`src/rtl/dac_sequencer.sv`:
```
// dac_sequencer: per-channel shadow codes with pending bits, round-robin DAC word issue, settle and load phases
module dac_sequencer #(
  parameter int N_CH        = 8,
  parameter int CODE_W      = 12,
  parameter int SETTLE_CYC  = 16,
  parameter int REFRESH_CYC = 0
) (
  input  logic                     clk,
  input  logic                     reset_n,
  input  logic                     sw_wr,
  input  logic [3:0]               sw_ch,
  input  logic [CODE_W-1:0]        sw_code,
  input  logic                     update_all,
  output logic [23:0]              dac_word,
  output logic                     dac_valid,
  input  logic                     dac_ready,
  output logic                     busy,
  output logic                     err,
  output logic [N_CH*CODE_W-1:0]   shadow_rd
);
  localparam int SW = SETTLE_CYC > 1 ? $clog2(SETTLE_CYC) : 1;
  localparam int RW = REFRESH_CYC > 1 ? $clog2(REFRESH_CYC) : 1;
  localparam logic [4:0] NC = 5'(N_CH);
  typedef enum logic [2:0] {IDLE, SELECT, SEND, SETTLE, LOAD, LOAD_SETTLE} state_t;
  state_t state, nxt;
  logic [CODE_W-1:0] shadow [N_CH];
  logic [CODE_W-1:0] sel_code;
  logic [N_CH-1:0] pend, set_bits;
  logic [3:0] rr_ptr, cur_ch, sel_ch;
  logic [23:0] word_q;
  logic [SW-1:0] cnt;
  logic [RW-1:0] rtmr;
  logic wr_ok, refresh, any_pend, settled;
  assign wr_ok    = sw_wr && {1'b0, sw_ch} < NC;
  assign refresh  = REFRESH_CYC > 0 && rtmr == RW'(REFRESH_CYC - 1);
  assign any_pend = |pend;
  assign settled  = cnt == SW'(SETTLE_CYC - 1);
  for (genvar g = 0; g < N_CH; g++) begin : g_rd
    assign shadow_rd[g*CODE_W +: CODE_W] = shadow[g];
  end
  // pending bits raised this cycle by a software write, update_all or refresh
  always_comb begin
    set_bits = {N_CH{update_all || refresh}};
    for (int i = 0; i < N_CH; i++) if (wr_ok && sw_ch == 4'(i)) set_bits[i] = 1'b1;
  end
  // lowest pending channel at or above rr_ptr, otherwise lowest pending overall (wrap)
  always_comb begin
    sel_ch = '0;
    for (int j = N_CH - 1; j >= 0; j--) if (pend[j]) sel_ch = 4'(j);
    for (int j = N_CH - 1; j >= 0; j--) if (pend[j] && 4'(j) >= rr_ptr) sel_ch = 4'(j);
    sel_code = '0;
    for (int j = 0; j < N_CH; j++) if (sel_ch == 4'(j)) sel_code = shadow[j];
  end
  // state register
  always_ff @(posedge clk or negedge reset_n)
    if (!reset_n) state <= IDLE;
    else state <= nxt;
  // next-state logic; a zero settle time skips the settle states entirely
  always_comb begin
    nxt = state;
    case (state)
      IDLE:        nxt = any_pend ? SELECT : IDLE;
      SELECT:      nxt = SEND;
      SEND:        nxt = !dac_ready ? SEND : SETTLE_CYC == 0 ? (any_pend ? SELECT : LOAD) : SETTLE;
      SETTLE:      nxt = !settled ? SETTLE : any_pend ? SELECT : LOAD;
      LOAD:        nxt = !dac_ready ? LOAD : SETTLE_CYC == 0 ? (any_pend ? SELECT : IDLE) : LOAD_SETTLE;
      LOAD_SETTLE: nxt = !settled ? LOAD_SETTLE : any_pend ? SELECT : IDLE;
      default:     nxt = IDLE;
    endcase
  end
  // outputs decoded from state so reset drops valid and busy asynchronously
  always_comb begin
    dac_valid = state == SEND || state == LOAD;
    busy      = state != IDLE;
    dac_word  = state == LOAD ? 24'h200000 : word_q;
  end
  // shadow codes, pending bits, latched word, round-robin pointer, timers and error pulse
  always_ff @(posedge clk or negedge reset_n)
    if (!reset_n) begin
      for (int i = 0; i < N_CH; i++) shadow[i] <= '0;
      pend   <= '0;
      rr_ptr <= '0;
      cur_ch <= '0;
      word_q <= '0;
      cnt    <= '0;
      rtmr   <= '0;
      err    <= 1'b0;
    end else begin
      for (int i = 0; i < N_CH; i++) if (wr_ok && sw_ch == 4'(i)) shadow[i] <= sw_code;
      pend <= (state == SELECT ? pend & ~(N_CH'(1) << sel_ch) : pend) | set_bits;
      if (state == SELECT) begin
        cur_ch <= sel_ch;
        word_q <= {4'h0, sel_ch, 12'(sel_code) << (12 - CODE_W), 4'h0};
      end
      if (state == SEND && dac_ready) rr_ptr <= ({1'b0, cur_ch} + 5'd1 == NC) ? '0 : cur_ch + 4'd1;
      cnt  <= (state == SETTLE || state == LOAD_SETTLE) ? cnt + 1'b1 : '0;
      rtmr <= (REFRESH_CYC == 0 || refresh) ? '0 : rtmr + 1'b1;
      err  <= sw_wr && !wr_ok;
    end
endmodule

```
`config.mk`:
```
export PLATFORM = sky130hd
export DESIGN_NAME = dac_sequencer
export DESIGN_NICKNAME = d
export VERILOG_FILES = /design/src/rtl/dac_sequencer.sv
export SDC_FILE = /design/constraint.sdc
export NUM_CORES = 1
export LEC_CHECK = 0
export CAP_MARGIN = 20
export CORE_MARGIN = 5
export CORE_UTILIZATION = 55
export CTS_BUF_LIST = sky130_fd_sc_hd__clkbuf_4
export DETAILED_ROUTE_END_ITERATION = 8
export PLACE_DENSITY = 0.86
export SLEW_MARGIN = 20
export SYNTH_ARGS = -nofsm -noshare
export SYNTH_HDL_FRONTEND = slang
export SYNTH_SLANG_ARGS = --single-unit
```
`constraint.sdc`:
```
create_clock -name clk -period 6.1 [get_ports clk]
set_clock_uncertainty 0.1 [all_clocks]
set_input_delay 1.22 -clock clk [delete_from_list [all_inputs] [get_ports clk]]
set_output_delay 1.22 -clock clk [all_outputs]
set_load 0.02 [all_outputs]
```
==> results.ini <==
[layout]
drive_above_1_share_pct=20.3
multi_input_area_um2=3110
fin_nets=738
fillers=854
final_cell_mix=134 x clkdlybuf4s50_1, 131 x dfrtp_1, 88 x mux2_2
syn_to_final_growth_pct=25.2
fin_util_pct=69.7
diodes=0
regArea_um2=3280
final_common_cell=clkdlybuf4s50_1

[placement]
gp_congestion=0.898
dp_hpwl_mm=13.2
port_buffers=135
pre_cts_slack_ps=2500

[die]
die_w_um=120
initial_core_util_pct=55.7
io_pins=144
die_area_um2=14400
die_h_um=120
core-area_um2=11900
num_rows=40

[grt]
grt_first_pass_wirelength_mm=31.6
grt_pass1_vias=5804
use_met1_pct=38.2
grt_use_met2_pct=44.4
use_met3_pct=7.45
antenna_found_initial=0
grt_max_degree=79
overflow=0
busiest_layer=met2
grt_usage_pct=28.5

[setup_path]
slowest_stage=clkdlybuf4s50_1
r2r-start=rr_ptr[1]
cp-end-kind=output port
path_cells=nand2b_1, nor2_1, buf_4, nor2b_1, clkdlybuf4s50_1
startpoint_type=flip-flop
rr_endpoint=pend[2]
crit_type=reg -> out
reg2regPathDepth=7
max_stage_delay_ps=550
cp.required_ps=4780
worstSetupStartpoint=state[1]
cp_max_fo=14
reg2reg_slack_ps=2580
critPathArrivalTime_ps=2410

[clocking]
htree_levels=4
cts_tree=yes
ctsResizeCount=0
cts_hold_buffers=0
numCtsBuffers=17
cts_root_buffer=clkbuf_4
cts_buffer_depth=2
clkSinkCount=131
cts_setup_buffers=0
clkLatencyLatePin_ps=520
clk_pin_slew_ps=110

[status]
outcome=complete, no violations

[yosys]
avgSynthCellArea_um2=11.2
ys_ff_latch=131
async_flop_share_pct=100
yosys.area.top_type=dfrtp_1
synth_edf_count=0
synth.top_cell.area_share_pct=49.4
synth_cells=594
synth_top_flop_cell=dfrtp_1
ys_warn_count=0
syn-cell-area_um2=6630
ys_types=69
synth_area_leaders=dfrtp_1 49%, mux2_2 15%, o21ai_0 2.3%
yosysSeqAreaShare_pct=49.4

[routing]
drtIter0Drc=593
viasPerCell=6.44
drtAntennaViolNets=0
drcViolationCount=0
vias=5631
wirelength_mm=20.4
dr.pass1.iters=6
avgRoutedWirePerCell_um=23.3

[min_path]
min-delay-start=cnt[0]
hold_depth=1
hold_path_end=cnt[0]
hp-class=reg -> reg

[power_and_ir_drop]
p_leak_nw=3.48
ir_worst_vdd_uv=236
cellPowerDensity_nw_per_um2=489

[sta]
fin_setup_tns_ps=0
fin_crit_sh_pct=61.1
max-slew-margin-rel_pct=30.7
setup_viol=0
max_freq_mhz=268
worst_pin_slew_ps=1040
period_needed_ps=3730
rsz0062_at_grt=no
hold_viol=0
setup_slack_ps=2370
slew_violations=0

[job]
drv_cap=0

[per-stage QoR]
| stage | instances | cell area, µm² | hold slack, ps | total power [W] |
|---|---|---|---|---|
| floorplan | 601 | 6660 | 330 | 0.00258 |
| global placement | 843 | 8000 | 348 | 0.00333 |
| detailed placement | 843 | 8000 | 376 | 0.00339 |
| CTS | 875 | 8300 | 391 | 0.00401 |
| global route | 875 | 8300 | 416 | 0.00422 |
| finish | 875 | 8300 | 387 | 0.00406 |
[report_power, final]
group	leakage, nW	total (W)	switching, W	internal, W
clock network	0.156	0.000621	0.000335	0.000286
logic	1.74	0.00212	0.00126	0.000851
registers	1.58	0.00132	0.000234	0.00109
total	3.48	0.00406	0.00183	0.00223
[worst max-delay path by stage]
stage / to / slack [ps] / cells after the start
after floorplan: shadow_rd[0] / 3240 / 5
after global placement: shadow_rd[81] / 2390 / 4
after detailed placement: shadow_rd[46] / 2500 / 5
after CTS: dac_word[6] / 2360 / 5
after global routing: dac_word[11] / 2260 / 5
final: dac_word[6] / 2370 / 5
[per-layer routing]
layer	routed length, µm	vias up
met2	9430	373
met1	8210	2772
met3	2050	73
met5	0	-
li1	-	2413
met4	669	0
[Yosys cell counts, drive strengths merged, types with 4 or more instances]
cell	count
a2111o	9
a211o	7
a21oi	25
a221o	10
a31oi	4
buf	24
clkbuf	22
dfrtp	131
inv	9
mux2	89
mux2i	9
nand2	38
nand2b	5
nand3	15
nand3b	4
nor2	33
nor2b	21
nor3	25
nor3b	9
o211a	8
o21ai	33
o31ai	14
[cells by family (layout without fill, tap and decap cells)]
family                     count (synthesis)  count (layout)  synth area share (%)
buffers and inverters                     55             182                  4.09
xor gates and xnor gates                   3               3                 0.396
adders and majority gates                  2               2                 0.377
other                                      1               8                0.0565
muxes                                     98              98                  16.5
AOI/OAI and AO/OA                        132             132                  15.1
DFF                                      131             131                  49.4
and+or+nand+nor                          172             172                  14.1
[state kept, by name, indices dropped and copies added, names as in the netlist]
| register | flops |
|---|---|
| err | 1 |
| word_q | 13 |
| pend | 8 |
| cnt | 4 |
| rr_ptr | 4 |
| cur_ch | 2 |
| shadow_rd | 96 |
| state | 3 |
[layout make-up]
type	instances	area share [%]
tap	147	2.22
clock buffer	18	1.63
timing repair buffer	141	16.8
sequential	131	39.5
clock inverter	14	1.96
inverter	9	0.407
multi-input combinational	415	37.5
[critical path: cells and delay by family (launching register included)]
family / cells / cell delay, ps
simple gates: 3 / 570
buf+inv: 2 / 840
flops: 1 / 470
Power figures use the tool's default switching activity.
